### config.mk
export PLATFORM = sky130hd
export DESIGN_NAME = aes128_round_sched
export DESIGN_NICKNAME = d
export VERILOG_FILES = /design/src/rtl/aes128_round_sched.sv
export SDC_FILE = /design/constraint.sdc
export NUM_CORES = 1
export LEC_CHECK = 0
export BUFFER_PORTS_ARGS = -buffer_cell sky130_fd_sc_hd__buf_2
export CAP_MARGIN = 20
export CORE_AREA = 2 2 356 358
export DETAILED_ROUTE_END_ITERATION = 6
export DIE_AREA = 0 0 358 360
export SLEW_MARGIN = 20
export SYNTH_ARGS = -nofsm -noshare
export SYNTH_HDL_FRONTEND = slang
export SYNTH_SLANG_ARGS = --single-unit
### constraint.sdc
create_clock -name clk -period 22.2 [get_ports clk]
set_input_delay 1.11 -clock clk [delete_from_list [all_inputs] [get_ports clk]]
set_output_delay 1.11 -clock clk [all_outputs]
set_load 0.02 [all_outputs]
### src/rtl/aes128_round_sched.sv
`default_nettype none
// ============================================================================
// Module   : aes128_round_sched
// Purpose  : Iterative AES-128 encryption controller. Performs the initial
//            AddRoundKey, then walks an external single-cycle combinational
//            round datapath through NR rounds, holding the state and round-key
//            registers between rounds.
// Ports    : clk, rst (async, active-high)
//            in_valid/in_ready/in_pt/in_key  - plaintext + key source
//            abort                           - synchronous abandon of block
//            rnd_rc/rnd_last/rnd_data/rnd_key -> round datapath
//            rnd_out/rnd_key_out             <- round datapath results
//            out_valid/out_ready/out_ct      - ciphertext sink
//            busy                            - high while a block is in flight
// Options  : AES_SCHED_ZEROIZE_EN - when defined, state and key registers are
//            cleared on output handshake and on abort.
// Revision : 1.0 - initial release
// ============================================================================
module aes128_round_sched #(
    parameter int NR   = 10,
    parameter int RC_W = 4
) (
    input  logic            clk,
    input  logic            rst,
    input  logic            in_valid,
    output logic            in_ready,
    input  logic [127:0]    in_pt,
    input  logic [127:0]    in_key,
    input  logic            abort,
    output logic [RC_W-1:0] rnd_rc,
    output logic            rnd_last,
    output logic [127:0]    rnd_data,
    output logic [127:0]    rnd_key,
    input  logic [127:0]    rnd_out,
    input  logic [127:0]    rnd_key_out,
    output logic            out_valid,
    input  logic            out_ready,
    output logic [127:0]    out_ct,
    output logic            busy
);

    localparam logic [RC_W-1:0] C_RC_ZERO  = '0;
    localparam logic [RC_W-1:0] C_RC_FIRST = RC_W'(1);
    localparam logic [RC_W-1:0] C_RC_LAST  = RC_W'(NR);

`ifdef AES_SCHED_ZEROIZE_EN
    localparam logic C_ZEROIZE = 1'b1;
`else
    localparam logic C_ZEROIZE = 1'b0;
`endif

    typedef enum logic [1:0] {
        S_IDLE = 2'd0,
        S_RUN  = 2'd1,
        S_DONE = 2'd2
    } state_t;

    state_t            state_q,     state_d;
    logic [RC_W-1:0]   rc_q,        rc_d;
    logic [127:0]      st_q,        st_d;
    logic [127:0]      key_q,       key_d;
    logic              in_ready_q,  in_ready_d;
    logic              out_valid_q, out_valid_d;
    logic              busy_q,      busy_d;

    // ------------------------------------------------------------------
    // Next-state logic
    // ------------------------------------------------------------------
    always_comb begin
        state_d = state_q;
        rc_d    = rc_q;
        st_d    = st_q;
        key_d   = key_q;

        if (abort) begin
            // Abort overrides everything, including a concurrent accept.
            state_d = S_IDLE;
            rc_d    = C_RC_ZERO;
            if (C_ZEROIZE) begin
                st_d  = '0;
                key_d = '0;
            end
        end else begin
            case (state_q)
                S_IDLE: begin
                    if (in_valid) begin
                        st_d    = in_pt ^ in_key;   // initial AddRoundKey
                        key_d   = in_key;
                        rc_d    = C_RC_FIRST;
                        state_d = S_RUN;
                    end
                end
                S_RUN: begin
                    st_d  = rnd_out;
                    key_d = rnd_key_out;
                    // Compare with >= so a corrupted count can never run past
                    // the last round or wrap.
                    if (rc_q >= C_RC_LAST) begin
                        state_d = S_DONE;
                    end else begin
                        rc_d = rc_q + C_RC_FIRST;
                    end
                end
                S_DONE: begin
                    if (out_ready) begin
                        state_d = S_IDLE;
                        rc_d    = C_RC_ZERO;
                        if (C_ZEROIZE) begin
                            st_d  = '0;
                            key_d = '0;
                        end
                    end
                end
                default: begin
                    state_d = S_IDLE;
                    rc_d    = C_RC_ZERO;
                end
            endcase
        end

        // Handshake flags are registered copies of the next-state decode.
        in_ready_d  = (state_d == S_IDLE);
        out_valid_d = (state_d == S_DONE);
        busy_d      = (state_d != S_IDLE);
    end

    // ------------------------------------------------------------------
    // Registers
    // ------------------------------------------------------------------
    always_ff @(posedge clk or posedge rst) begin
        if (rst) begin
            state_q     <= S_IDLE;
            rc_q        <= C_RC_ZERO;
            st_q        <= '0;
            key_q       <= '0;
            in_ready_q  <= 1'b1;
            out_valid_q <= 1'b0;
            busy_q      <= 1'b0;
        end else begin
            state_q     <= state_d;
            rc_q        <= rc_d;
            st_q        <= st_d;
            key_q       <= key_d;
            in_ready_q  <= in_ready_d;
            out_valid_q <= out_valid_d;
            busy_q      <= busy_d;
        end
    end

    // ------------------------------------------------------------------
    // Outputs
    // ------------------------------------------------------------------
    // The round count is only meaningful to the datapath while running;
    // outside RUN it reads as zero.
    assign rnd_rc    = (state_q == S_RUN) ? rc_q : C_RC_ZERO;
    assign rnd_last  = (state_q == S_RUN) && (rc_q == C_RC_LAST);
    assign rnd_data  = st_q;
    assign rnd_key   = key_q;
    assign out_ct    = st_q;
    assign in_ready  = in_ready_q;
    assign out_valid = out_valid_q;
    assign busy      = busy_q;

endmodule
`default_nettype wire
# Yosys cells after proc, flatten, opt, wreduce, memory -nomap -nowiden
# Cells that the tools add are included.
[word_totals]
regBits = 265
input_bits = 517
output_inout_bits = 392
word_cells = 41
[classes]
n_addsub = 1
order_cmp = 1
eq_ne = 8
n_mux = 15
bitwise_logic = 2
reduce_logical = 7
[op_table]
columns = ["cell", "n"]
rows = [
  ["case mux 128 bit (2 select lines)", 2],
  ["two-way mux 128 bit", 2],
  ["bitwise XOR 128 bit", 1],
  ["two-way mux 4 bit", 5],
  ["case mux 4 bit (3 select lines)", 1],
  ["inequality test 3 bit, second input constant", 3],
  ["two-way mux 2 bit", 4],
  ["case mux 2 bit (3 select lines)", 1],
  ["AND reduction 3 bit", 2],
  ["adder 4 x 1 -> 4 bit, second input constant", 1],
  ["== test 2 bit, second input constant", 2],
  ["== test 4 bit, second input constant", 1],
  [">= comparator 4 bit, second input constant", 1],
  ["logical NOT 2 bit", 2],
  ["nonzero test 2 bit", 2],
  ["== test 2 x 1 -> 1 bit, second input constant", 1],
  ["inequality test 2 bit, second input constant", 1],
  ["logical AND 1 bit", 1],
  ["inverter 1 bit", 1],
]

# Depth between registers and ports, before layout
[depth]
word_depth = 5
ltp_mapped = 8
depth_no_buf = 6

# Worst setup path before layout
# Ideal clock, no wire load.
[synth_timing]
kind = "reg2out"
from = "reg state_q[0]"
to = "out rnd_last"
t_arrival_ns = 1.506
required_time_ns = 21.090
path_slack_ns = 19.584
stages_incl_launch_ff = 8
path_buffers = 4
path_cell_list = "dfrtp_1 buf_4 nor2b_2 buf_6 buf_6 buf_6 and2_1 and3b_1"
[synth_between]
elab_chain_len = 2
[synth_lines]
columns = ["item", "line", "rtl"]
rows = [
  ["start: declaration", "58", "state_t state_q, state_d;"],
  ["start signal: assignment", "140", "state_q <= state_d;"],
  ["== test 2 x 1 -> 1 bit", "156", "assign rnd_last = (state_q == S_RUN) && (rc_q == C_RC_LAST);"],
  ["logical AND 1 bit", "156", ""],
  ["end: declaration", "31", "output logic rnd_last,"],
]
# Every way passes these cells.

# Worst setup path after layout
[layout_timing]
from = "reg state_q[0]"
to = "reg st_q[92], in the netlist out_ct[92]"
[layout_between]
elab_chain_len = 3
elab_cells_between_ends = 6
cone_classes = "eq/ne: 2; mux: 1; reduce/logical: 3"
[layout_lines]
columns = ["item", "line", "rtl"]
rows = [
  ["== test 2 x 1 -> 1 bit / logical NOT 2 bit (equally long branches)", "84", "case (state_q)"],
  ["nonzero test 2 bit (no line) / inequality test 2 bit (equally long branches)", "-", ""],
  ["AND reduction 3 bit (no line)", "-", ""],
  ["end signal: assignment", "142", "st_q <= st_d;"],
  ["end: declaration", "60", "logic [127:0] st_q, st_d;"],
]
# Several ways; a longest one is shown, not always the timed one.
# A chain may end at the register's enable or synchronous reset.

==> load_flow_metrics.sql <==
INSERT INTO impl_metrics (metric_group, metric, value, unit) VALUES
('sta', 'finalSetupViolCount', '0', ''),
('die', 'die-area', '129000', 'um2'),
('place', 'place.port_buffers', '908', ''),
('place', 'globalplace.congestion', '0.971', ''),
('global_routing', 'globalRoute.totalOverflow', '0', ''),
('die', 'chipWidth', '358', 'um'),
('global_routing', 'first_global_vias', '13326', ''),
('clocking', 'tritoncts', 'done', ''),
('yosys', 'synthMostInstantiatedCell', 'dfrtp_1', ''),
('sta', 'finalSetupTns', '0', 'ns'),
('status', 'outcome', 'complete, no violations', ''),
('routing', 'routed_wl', '81.8', 'mm'),
('routing', 'route.detailed.wl_per_inst', '20.6', 'um'),
('layout', 'final.fill_count', '14260', ''),
('routing', 'drt_iter0_drc', '1307', ''),
('routing', 'number_of_antenna_violating_nets_in_the_routed_design', '0', ''),
('power_and_ir_drop', 'power_density', '83.7', 'nW/um2'),
('clocking', 'cts.sinks', '265', ''),
('power_and_ir_drop', 'ir_drop', '48.6', 'uV'),
('die', 'placementRows', '130', ''),
('yosys', 'area_of_the_mapped_netlist', '14400', 'um2'),
('critical_path', 'timing.critical_path.required', '22.58', 'ns'),
('yosys', 'yosys-top-cells-count', '264 x dfrtp_1, 257 x nand2_1, 184 x o21ai_0, 133 x a21oi_1, 130 x nor2_1', ''),
('clocking', 'clock_insertion_delay_worst_skew', '0.55', 'ns'),
('sta', 'number_of_max_slew_violations_in_the_final_report', '0', ''),
('clocking', 'cts_inserted_buffers', '34', ''),
('critical_path', 'worst_path_class_setup', 'reg2reg', ''),
('layout', 'drive_gt1_frac', '0.426', ''),
('yosys', 'yosysSeqAreaShare', '0.461', ''),
('die', 'coreArea', '125000', 'um2'),
('min_path', 'timing.hold.worst.class', 'reg2reg', ''),
('yosys', 'netlist_instances', '1560', ''),
('sta', 'slew-limit-headroom', '0.311', ''),
('sta', 'post-route-period-util', '0.175', ''),
('global_routing', 'grt.total_usage', '0.121', ''),
('clocking', 'htreeDepth', '2', ''),
('sta', 'maxClockFrequency', '258', 'MHz'),
('global_routing', 'grt_max_degree', '215', ''),
('global_routing', 'grt_antenna_before_repair', '86', ''),
('clocking', 'clkSlewWorstSetupHoldPaths', '0.06', 'ns'),
('sta', 'finalClockSkew', '0.0104', 'ns'),
('clocking', 'cts-hold-fix-buffers', '0', ''),
('sta', 'whs', '0.473', 'ns'),
('place', 'place_ws', '17.94', 'ns'),
('critical_path', 'start_kind', 'flip-flop', ''),
('clocking', 'cts_repair_resize_count', '0', ''),
('yosys', 'ffs_w_async_s_r_synth', '1.00', ''),
('critical_path', 'cp_max_fo', '82', ''),
('sta', 'finalWorstSetupSlack', '18.32', 'ns'),
('clocking', 'postCtsSetupBuffers', '0', ''),
('sta', 'tightestPinTransition', '1.03', 'ns'),
('place', 'dp.final_hpwl', '69.4', 'mm'),
('critical_path', 'startpoint', 'state_q[0]', ''),
('die', 'start_util', '0.115', ''),
('critical_path', 'timing.critical_path.arrival', '4.26', 'ns'),
('layout', 'num-nets-final', '2806', ''),
('yosys', 'yosys_register_bits', '265', ''),
('job', 'timing.max_cap.violations', '0', ''),
('routing', 'detail_route.vias_per_cell', '3.56', ''),
('yosys', 'yosysTopAreaCellShare', '0.459', ''),
('die', 'floorplan.die.height', '360', 'um'),
('yosys', 'yosys_most_used_dff', 'dfrtp_1', ''),
('yosys', 'synth.avg_cell_area', '9.22', 'um2'),
('yosys', 'yosys.cell_types.count', '38', ''),
('routing', 'routed-via-count', '14153', ''),
('sta', 'grt_setup_unrepaired', 'false', ''),
('sta', 'final.min_clock_period', '3.88', 'ns'),
('clocking', 'cts_max_path_buffers', '3', ''),
('min_path', 'hold_path_startpoint', 'rnd_key[26]', ''),
('layout', 'area_growth_syn_to_layout', '43.1', '%'),
('yosys', 'yosys_warnings', '0', ''),
('routing', 'drc', '0', ''),
('yosys', 'synth-edff-count', '0', ''),
('die', 'i_o_pin_total', '909', ''),
('sta', 'report.final.hold_viol_count', '0', ''),
('critical_path', 'worst_r2r_startpoint', 'state_q[0]', ''),
('yosys', 'mappedNetlistNets', '2079', ''),
('clocking', 'clock_tree.root_cell', 'clkbuf_16', ''),
('routing', 'first_pass_iters', '5', ''),
('yosys', 'area_contributors_post_synth', 'dfrtp_1 46%, mux2i_1 8.9%, xnor2_1 7.8%', ''),
('power_and_ir_drop', 'cellLeakagePower', '10.0', 'nW'),
('critical_path', 'timing.critical_path.to_type', 'flip-flop', ''),
('yosys', 'yosysTopAreaCell', 'dfrtp_1', ''),
('global_routing', 'global_route_wire_length_before_repair', '108', 'mm');
[layout make-up]
class,count,area [um2],area share
clock buffer,46,977,0.0475
timing repair buffer,920,4660,0.226
sequential,265,6630,0.322
tap,1650,2060,0.100
multi-input combinational,1062,6040,0.294
inverter,4,22.5,0.00109
antenna,15,37.5,0.00182
clock inverter,14,141,0.00687
[power breakdown]
part | total, W | switching (W) | internal [W]
Sequential | 0.000622 | 0.0000620 | 0.000560
Clock | 0.000567 | 0.000233 | 0.000334
Combinational | 0.000533 | 0.000353 | 0.000180
[stage by stage]
step	instances	cell area, um2	power [W]	utilization
after floorplan	1560	14400	0.000973	-
after global placement	3901	19400	0.00116	0.155
final	3976	20600	0.00172	0.165
after detailed placement	3901	19400	0.00117	0.155
after global routing	3962	20500	0.00182	0.164
after CTS	3961	20500	0.00175	0.164
[kinds of logic after synthesis]
family,after synthesis,share of synthesized area
XOR/XNOR,128,0.0780
multiplexers,128,0.0891
buffers and inverters,233,0.119
adder cells (fa/ha/maj),2,0.00174
AO/OA/AOI/OAI,400,0.142
AND/OR/NAND/NOR,404,0.109
flip-flops,265,0.461
[layer usage]
metal,vias to the layer above,part of all wire,track usage
met4,18,0.030,0.0320
li1,6530,-,-
met3,192,0.085,0.0352
met5,-,0.0014,0
met1,6574,0.42,0.152
met2,839,0.46,0.201
[cell usage in the layout, fill, tap and decap left out, types with 2 or more instances in the layout]
cell type / n
ha_1: 2
clkinvlp_4: 3
nand2_1: 257
clkinv_2: 6
buf_4: 10
dfrtp_1: 264
inv_6: 2
o21ai_0: 184
buf_12: 2
clkbuf_1: 5
o21ai_1: 74
buf_2: 908
diode_2: 15
nor2_1: 130
clkbuf_16: 35
xnor2_1: 128
and2_1: 3
a21oi_1: 133
inv_8: 2
clkbuf_8: 6
bufinv_16: 2
mux2i_1: 128
nand3_1: 2
inv_1: 3
[final timing paths]
kind	endpoint	slack, ns	cells after the start
max in group asynchronous	out_ct[90]	18.71	5
setup / recovery	out_ct[92]	18.32	7
setup reg to reg	out_ct[92]	18.32	7
hold reg to reg	rnd_key[26]	0.47	2
min in group asynchronous	rnd_key[114]	0.64	2
hold / removal	rnd_key[26]	0.47	2
[flip-flops by register name (all words and copies together), names as in the netlist]
register,cells
out_valid,1
out_ct,128
state_q,2
rc_q,4
rnd_key,128
in_ready,1
busy,1
[worst max-delay path, stage by stage, from the launching register on]
cell	delay, ns
dfrtp_1	0.54
nor2b_4	0.45
buf_4	0.51
buf_4	0.70
buf_4	0.87
nor2_1	0.14
a21oi_1	0.18
o21ai_0	0.11
Power figures use the tool's default switching activity.
